==> config.mk <==
export PLATFORM = sky130hd
export DESIGN_NAME = mem_stage_ctrl
export DESIGN_NICKNAME = d
export VERILOG_FILES = /design/src/rtl/mem_stage_ctrl.sv
export SDC_FILE = /design/constraint.sdc
export NUM_CORES = 1
export LEC_CHECK = 0
export CORE_ASPECT_RATIO = 0.75
export CORE_MARGIN = 2
export CORE_UTILIZATION = 33
export DETAILED_ROUTE_END_ITERATION = 10
export GPL_TIMING_DRIVEN = 0
export PLACE_DENSITY = 0.8
export SLEW_MARGIN = 25
export SYNTH_ARGS = -nofsm -noshare
export SYNTH_HDL_FRONTEND = slang
export SYNTH_SLANG_ARGS = --single-unit
==> constraint.sdc <==
create_clock -name CLK -period 6.4 [get_ports CLK]
set_input_delay 1.28 -clock CLK [delete_from_list [all_inputs] [get_ports CLK]]
set_output_delay 1.28 -clock CLK [all_outputs]
set_load 0.01 [all_outputs]
==> src/rtl/mem_stage_ctrl.sv <==
// rtl/mem_stage_ctrl.sv - memory-stage controller driving the dcache request interface
module mem_stage_ctrl #(
  parameter int TIMEOUT = 255,
  parameter int CNT_W   = 32
) (
  input  logic             CLK,
  input  logic             nRST,
  input  logic             dmemREN_in,
  input  logic             dmemWEN_in,
  input  logic [31:0]      addr_in,
  input  logic [31:0]      store_in,
  input  logic             halt_in,
  input  logic             dhit,
  input  logic [31:0]      dload,
  input  logic             flushdone,
  output logic             dREN,
  output logic             dWEN,
  output logic [31:0]      daddr,
  output logic [31:0]      dstore,
  output logic [31:0]      load_data,
  output logic             latch_wen,
  output logic             dflush,
  output logic             halt_out,
  output logic             err,
  output logic [CNT_W-1:0] stall_cnt
);

  typedef enum logic [1:0] {IDLE, ACCESS, FLUSH, HALTED} state_t;

  localparam logic [15:0] TO_LIM = 16'(TIMEOUT);

  state_t      state;
  logic [15:0] wait_cnt;
  logic        req_ren;
  logic        req_wen;
  logic        req_valid;
  logic        req_bad;
  logic        timed_out;

  // Request classification and the ACCESS-state abort condition.
  always_comb begin
    req_valid = (dmemREN_in ^ dmemWEN_in) && (addr_in[1:0] == 2'b00);
    req_bad   = (dmemREN_in & dmemWEN_in) |
                ((dmemREN_in | dmemWEN_in) & (addr_in[1:0] != 2'b00));
    timed_out = (wait_cnt == TO_LIM);
  end

  // Cache strobes and pipeline hold; all quiet while reset is held so an
  // in-flight access is abandoned the moment nRST falls.
  always_comb begin
    dREN      = 1'b0;
    dWEN      = 1'b0;
    latch_wen = 1'b1;
    if (nRST) begin
      case (state)
        IDLE: begin
          if (req_valid) begin
            dREN      = dmemREN_in;
            dWEN      = dmemWEN_in;
            latch_wen = dhit;
          end else if (halt_in) begin
            latch_wen = 1'b0;
          end
        end
        ACCESS: begin
          dREN      = req_ren;
          dWEN      = req_wen;
          latch_wen = dhit | timed_out;
        end
        default: latch_wen = 1'b0;
      endcase
    end
  end

  // Address/data are word-aligned and zeroed whenever no access is driven.
  always_comb begin
    daddr  = (dREN | dWEN) ? {addr_in[31:2], 2'b00} : 32'h0;
    dstore = (dREN | dWEN) ? store_in : 32'h0;
    dflush = nRST && (state == FLUSH);
  end

  // Main sequencer: access tracking, halt/flush sequence, sticky flags and stall counter.
  always_ff @(posedge CLK or negedge nRST) begin
    if (!nRST) begin
      state     <= IDLE;
      wait_cnt  <= 16'd0;
      req_ren   <= 1'b0;
      req_wen   <= 1'b0;
      load_data <= 32'h0;
      err       <= 1'b0;
      halt_out  <= 1'b0;
      stall_cnt <= '0;
    end else begin
      if (!latch_wen && (stall_cnt != {CNT_W{1'b1}}))
        stall_cnt <= stall_cnt + CNT_W'(1);

      case (state)
        IDLE: begin
          if (req_valid) begin
            if (dhit) begin
              if (dmemREN_in)
                load_data <= dload;
            end else begin
              req_ren  <= dmemREN_in;
              req_wen  <= dmemWEN_in;
              wait_cnt <= 16'd1;
              state    <= ACCESS;
            end
          end else begin
            if (req_bad)
              err <= 1'b1;
            if (halt_in)
              state <= FLUSH;
          end
        end
        ACCESS: begin
          if (dhit) begin
            if (req_ren)
              load_data <= dload;
            req_ren  <= 1'b0;
            req_wen  <= 1'b0;
            wait_cnt <= 16'd0;
            state    <= IDLE;
          end else if (timed_out) begin
            err      <= 1'b1;
            req_ren  <= 1'b0;
            req_wen  <= 1'b0;
            wait_cnt <= 16'd0;
            state    <= IDLE;
          end else begin
            wait_cnt <= wait_cnt + 16'd1;
          end
        end
        FLUSH: begin
          if (flushdone) begin
            halt_out <= 1'b1;
            state    <= HALTED;
          end
        end
        default: halt_out <= 1'b1;
      endcase
    end
  end

endmodule

==> flow_metrics.env <==
export IMPL_outcome="complete, no violations"
export IMPL_max_freq_mhz=179.7
export IMPL_antenna_violating_nets_post_route=0
export IMPL_drtPass1Iterations=5
export IMPL_ctsHtreeMaxLevel=3
export IMPL_min_to="err"
export IMPL_worst_slew_margin_rel_pct=45.89
export IMPL_clock_pin_slew_on_the_worst_setup_and_hold_paths_ns=0.06
export IMPL_totalNegativeSetupSlack_ns=0
export IMPL_final_period_utilization_pct=86.95
export IMPL_numCtsBuffers=9
export IMPL_critical_path_reg2reg_startpoint="state[0]"
export IMPL_endpoint_kind="output pin"
export IMPL_max_slew_violation_count=0
export IMPL_worstPathMaxFanout=10
export IMPL_cts_root_buf="sky130_fd_sc_hd__clkbuf_16"
export IMPL_rows=36
export IMPL_fp_dieW_um=138.9
export IMPL_clock_sink_count=86
export IMPL_synth_top_cell_area_share_pct=47.75
export IMPL_cts_hold_repair_buffers=0
export IMPL_core_area_mm2=0.01315
export IMPL_synth_cell_types=51
export IMPL_cp_start_kind="input pin"
export IMPL_finalHoldViolCount=0
export IMPL_max_cap_violations=0
export IMPL_proportion_of_synthesized_chip_area_in_sequential_cells_pct=47.75
export IMPL_drive_gt1_share_pct=10.26
export IMPL_dp_worst_setup_slack_ns=0.7363
export IMPL_boundaryPins=237
export IMPL_worst_hold_slack_ns=0.4597
export IMPL_power_leakage_nw=3.056
export IMPL_cp_data_arrival_time_ns=4.29
export IMPL_syn_to_final_growth_pct=64.02
export IMPL_grt_remaining_overflow=0
export IMPL_routabilityCongestion=0.8462
export IMPL_min_path_type="flop to flop"
export IMPL_postSynthCellCount=431
export IMPL_cts_resized_gates=0
export IMPL_regToRegSetupSlack_ns=3.68
export IMPL_reg2reg_to="load_data[2]"
export IMPL_groute_usage_overall_pct=17.47
export IMPL_final_critical_path_setup_slack_ns=0.8349
export IMPL_maximum_number_of_pins_on_one_net_before_global_route_repair=81
export IMPL_holdCritStartpoint="err"
export IMPL_n_antenna_cell=0
export IMPL_timing_critical_path_required_ns=5.12
export IMPL_maximum_vdd_drop_uv=133.2
export IMPL_layout_common_cells="233 x sky130_fd_sc_hd__clkdlybuf4s50_1, 86 x sky130_fd_sc_hd__dfrtp_1, 64 x sky130_fd_sc_hd__nor2b_1, 35 x sky130_fd_sc_hd__nand2_1, 33 x sky130_fd_sc_hd__mux2_2"
export IMPL_layout_commonest_cell="sky130_fd_sc_hd__clkdlybuf4s50_1"
export IMPL_cts_repair_timing_setup_buffer_count=0
export IMPL_antenna_found_initial=0
export IMPL_io_buffers=234
export IMPL_tritoncts_clock_tree="done"
export IMPL_avgViaCountPerCell=4.832
export IMPL_min_delay_path_depth=1
export IMPL_timing_final_crit_period_ns=5.565
export IMPL_yosysWarnings=0
export IMPL_synth_seq_cells=86
export IMPL_synth_top_cells_by_area="sky130_fd_sc_hd__dfrtp_1 48%, sky130_fd_sc_hd__nor2b_1 8.9%, sky130_fd_sc_hd__mux2_2 8.2%, sky130_fd_sc_hd__xor2_1 4.7%, sky130_fd_sc_hd__xnor2_1 3.3%"
export IMPL_detailroute_via_count=4122
export IMPL_detail_route_wl_per_cell_um=15.28
export IMPL_effective_utilization_at_floorplan_pct=34.27
export IMPL_report_final_setup_viol=0
export IMPL_reg2reg_depth=7
export IMPL_wirelength_um=13030
export IMPL_drc_violation_count_after_routing=0
export IMPL_avgSynthCellArea_um2=10.46
export IMPL_cts_max_path_buffers=2
export IMPL_hpwlAfterDp_um=10200
export IMPL_first_global_vias=4149
export IMPL_fin_worst_skew_ns=0.005853
export IMPL_powerDensity_mw_per_mm2=183.0
export IMPL_num_nets_final=788
export IMPL_first_pass_grt_wire_length_um=20690
export IMPL_worst_slew_pin_slew_ns=0.8079
export IMPL_power_total_mw=1.353
export IMPL_crit_type="input pin to output pin"
export IMPL_rsz0062_at_grt="no"
export IMPL_initialDrtViolationCount=185
export IMPL_dieArea_mm2=0.01462
export IMPL_die_height_um=105.2
export IMPL_post_synth_instance_area_mm2=0.004507
export IMPL_clock_latency_ns=0.33
export IMPL_finish_utilization_pct=56.20
export IMPL_synth_area_leader_cell="sky130_fd_sc_hd__dfrtp_1"
-- critical path, cell delays in order --
cell and delay [ns]:
sky130_fd_sc_hd__clkdlybuf4s50_1 0.57, sky130_fd_sc_hd__inv_1 0.07, sky130_fd_sc_hd__ha_1 0.33, sky130_fd_sc_hd__nor3b_2 0.20, sky130_fd_sc_hd__a32oi_1 0.25, sky130_fd_sc_hd__nor2b_1 0.09, sky130_fd_sc_hd__nor2_1 0.46, sky130_fd_sc_hd__clkbuf_1 0.39
sky130_fd_sc_hd__nor2b_1 0.10, sky130_fd_sc_hd__clkdlybuf4s50_1 0.54
-- kinds of logic after synthesis --
group                      synth area share, %
AOI/OAI and AO/OA                        5.025
xor gates and xnor gates                 7.968
adders and majority gates                1.943
buffers and inverters                    3.470
DFF                                      47.75
muxes                                    8.468
other                                  0.08321
and+or+nand+nor                          25.29
-- state kept, by name, indices dropped and copies added, names as in the netlist --
name / flops
stall_cnt: 32
halt_out: 1
err: 1
req_ren: 1
wait_cnt: 16
req_wen: 1
state: 2
load_data: 32
-- where the power goes --
part	switching [mW]	internal, mW	total, mW
Clock	0.207	0.312	0.519
Combinational	0.0821	0.141	0.223
Sequential	0.0369	0.574	0.611
Total	0.326	1.03	1.35
-- per-layer routing --
layer	part of all wire, %	up-vias	global-route usage (%)
li1	-	1974	-
met1	40	1944	20.55
met2	51	189	31.77
met3	7.1	15	4.170
met4	1.5	0	4.978
met5	0	-	0
-- final cells by class --
| type | count | area [um^2] |
|---|---|---|
| repair buffers | 235 | 2371 |
| flip-flops and latches | 86 | 2152 |
| fillers | 1082 | 5761 |
| clock buffers | 10 | 239.0 |
| well taps | 171 | 214.0 |
| plain buffers | 21 | 122.6 |
| inverters | 9 | 33.78 |
| multi-input cells | 316 | 2202 |
| clock inverters | 5 | 57.56 |
-- synth_stat cells (all sizes together) --
library cell,n
xnor2,17
nor4,6
a21o,3
nand2b,4
nor4b,1
dfrtp,86
ha,7
xor2,24
o21a,1
inv,9
a221oi,1
nand2,35
buf,10
a31o,1
a31oi,2
o22a,1
or3b,1
o311ai,2
mux2,33
or3,1
and3,7
nor3b,2
and2,4
and4,5
nor2,25
o31ai,1
a221o,1
a21oi,2
a211oi,1
a32oi,2
conb,1
nand3,13
clkbuf,11
o21ai,14
mux2i,1
o211ai,1
nor2b,64
nor3,13
and3b,1
or4,3
nand4,14
-- worst max path at each step --
stage,endpoint,from,cells past startpoint
after floorplan,daddr[10],dmemREN_in,8
after global placement,dstore[9],nRST,6
after detailed placement,dstore[9],dmemREN_in,10
after CTS,dstore[9],dmemREN_in,10
after global routing,dstore[3],dmemREN_in,10
final,dstore[9],dmemREN_in,10
-- metrics by stage --
step	cell area [um^2]	std cells
after floorplan	4511	432
after global placement	7067	837
after detailed placement	7096	838
after CTS	7392	853
after global routing	7392	853
final	7392	853
Power figures use the tool's default switching activity.
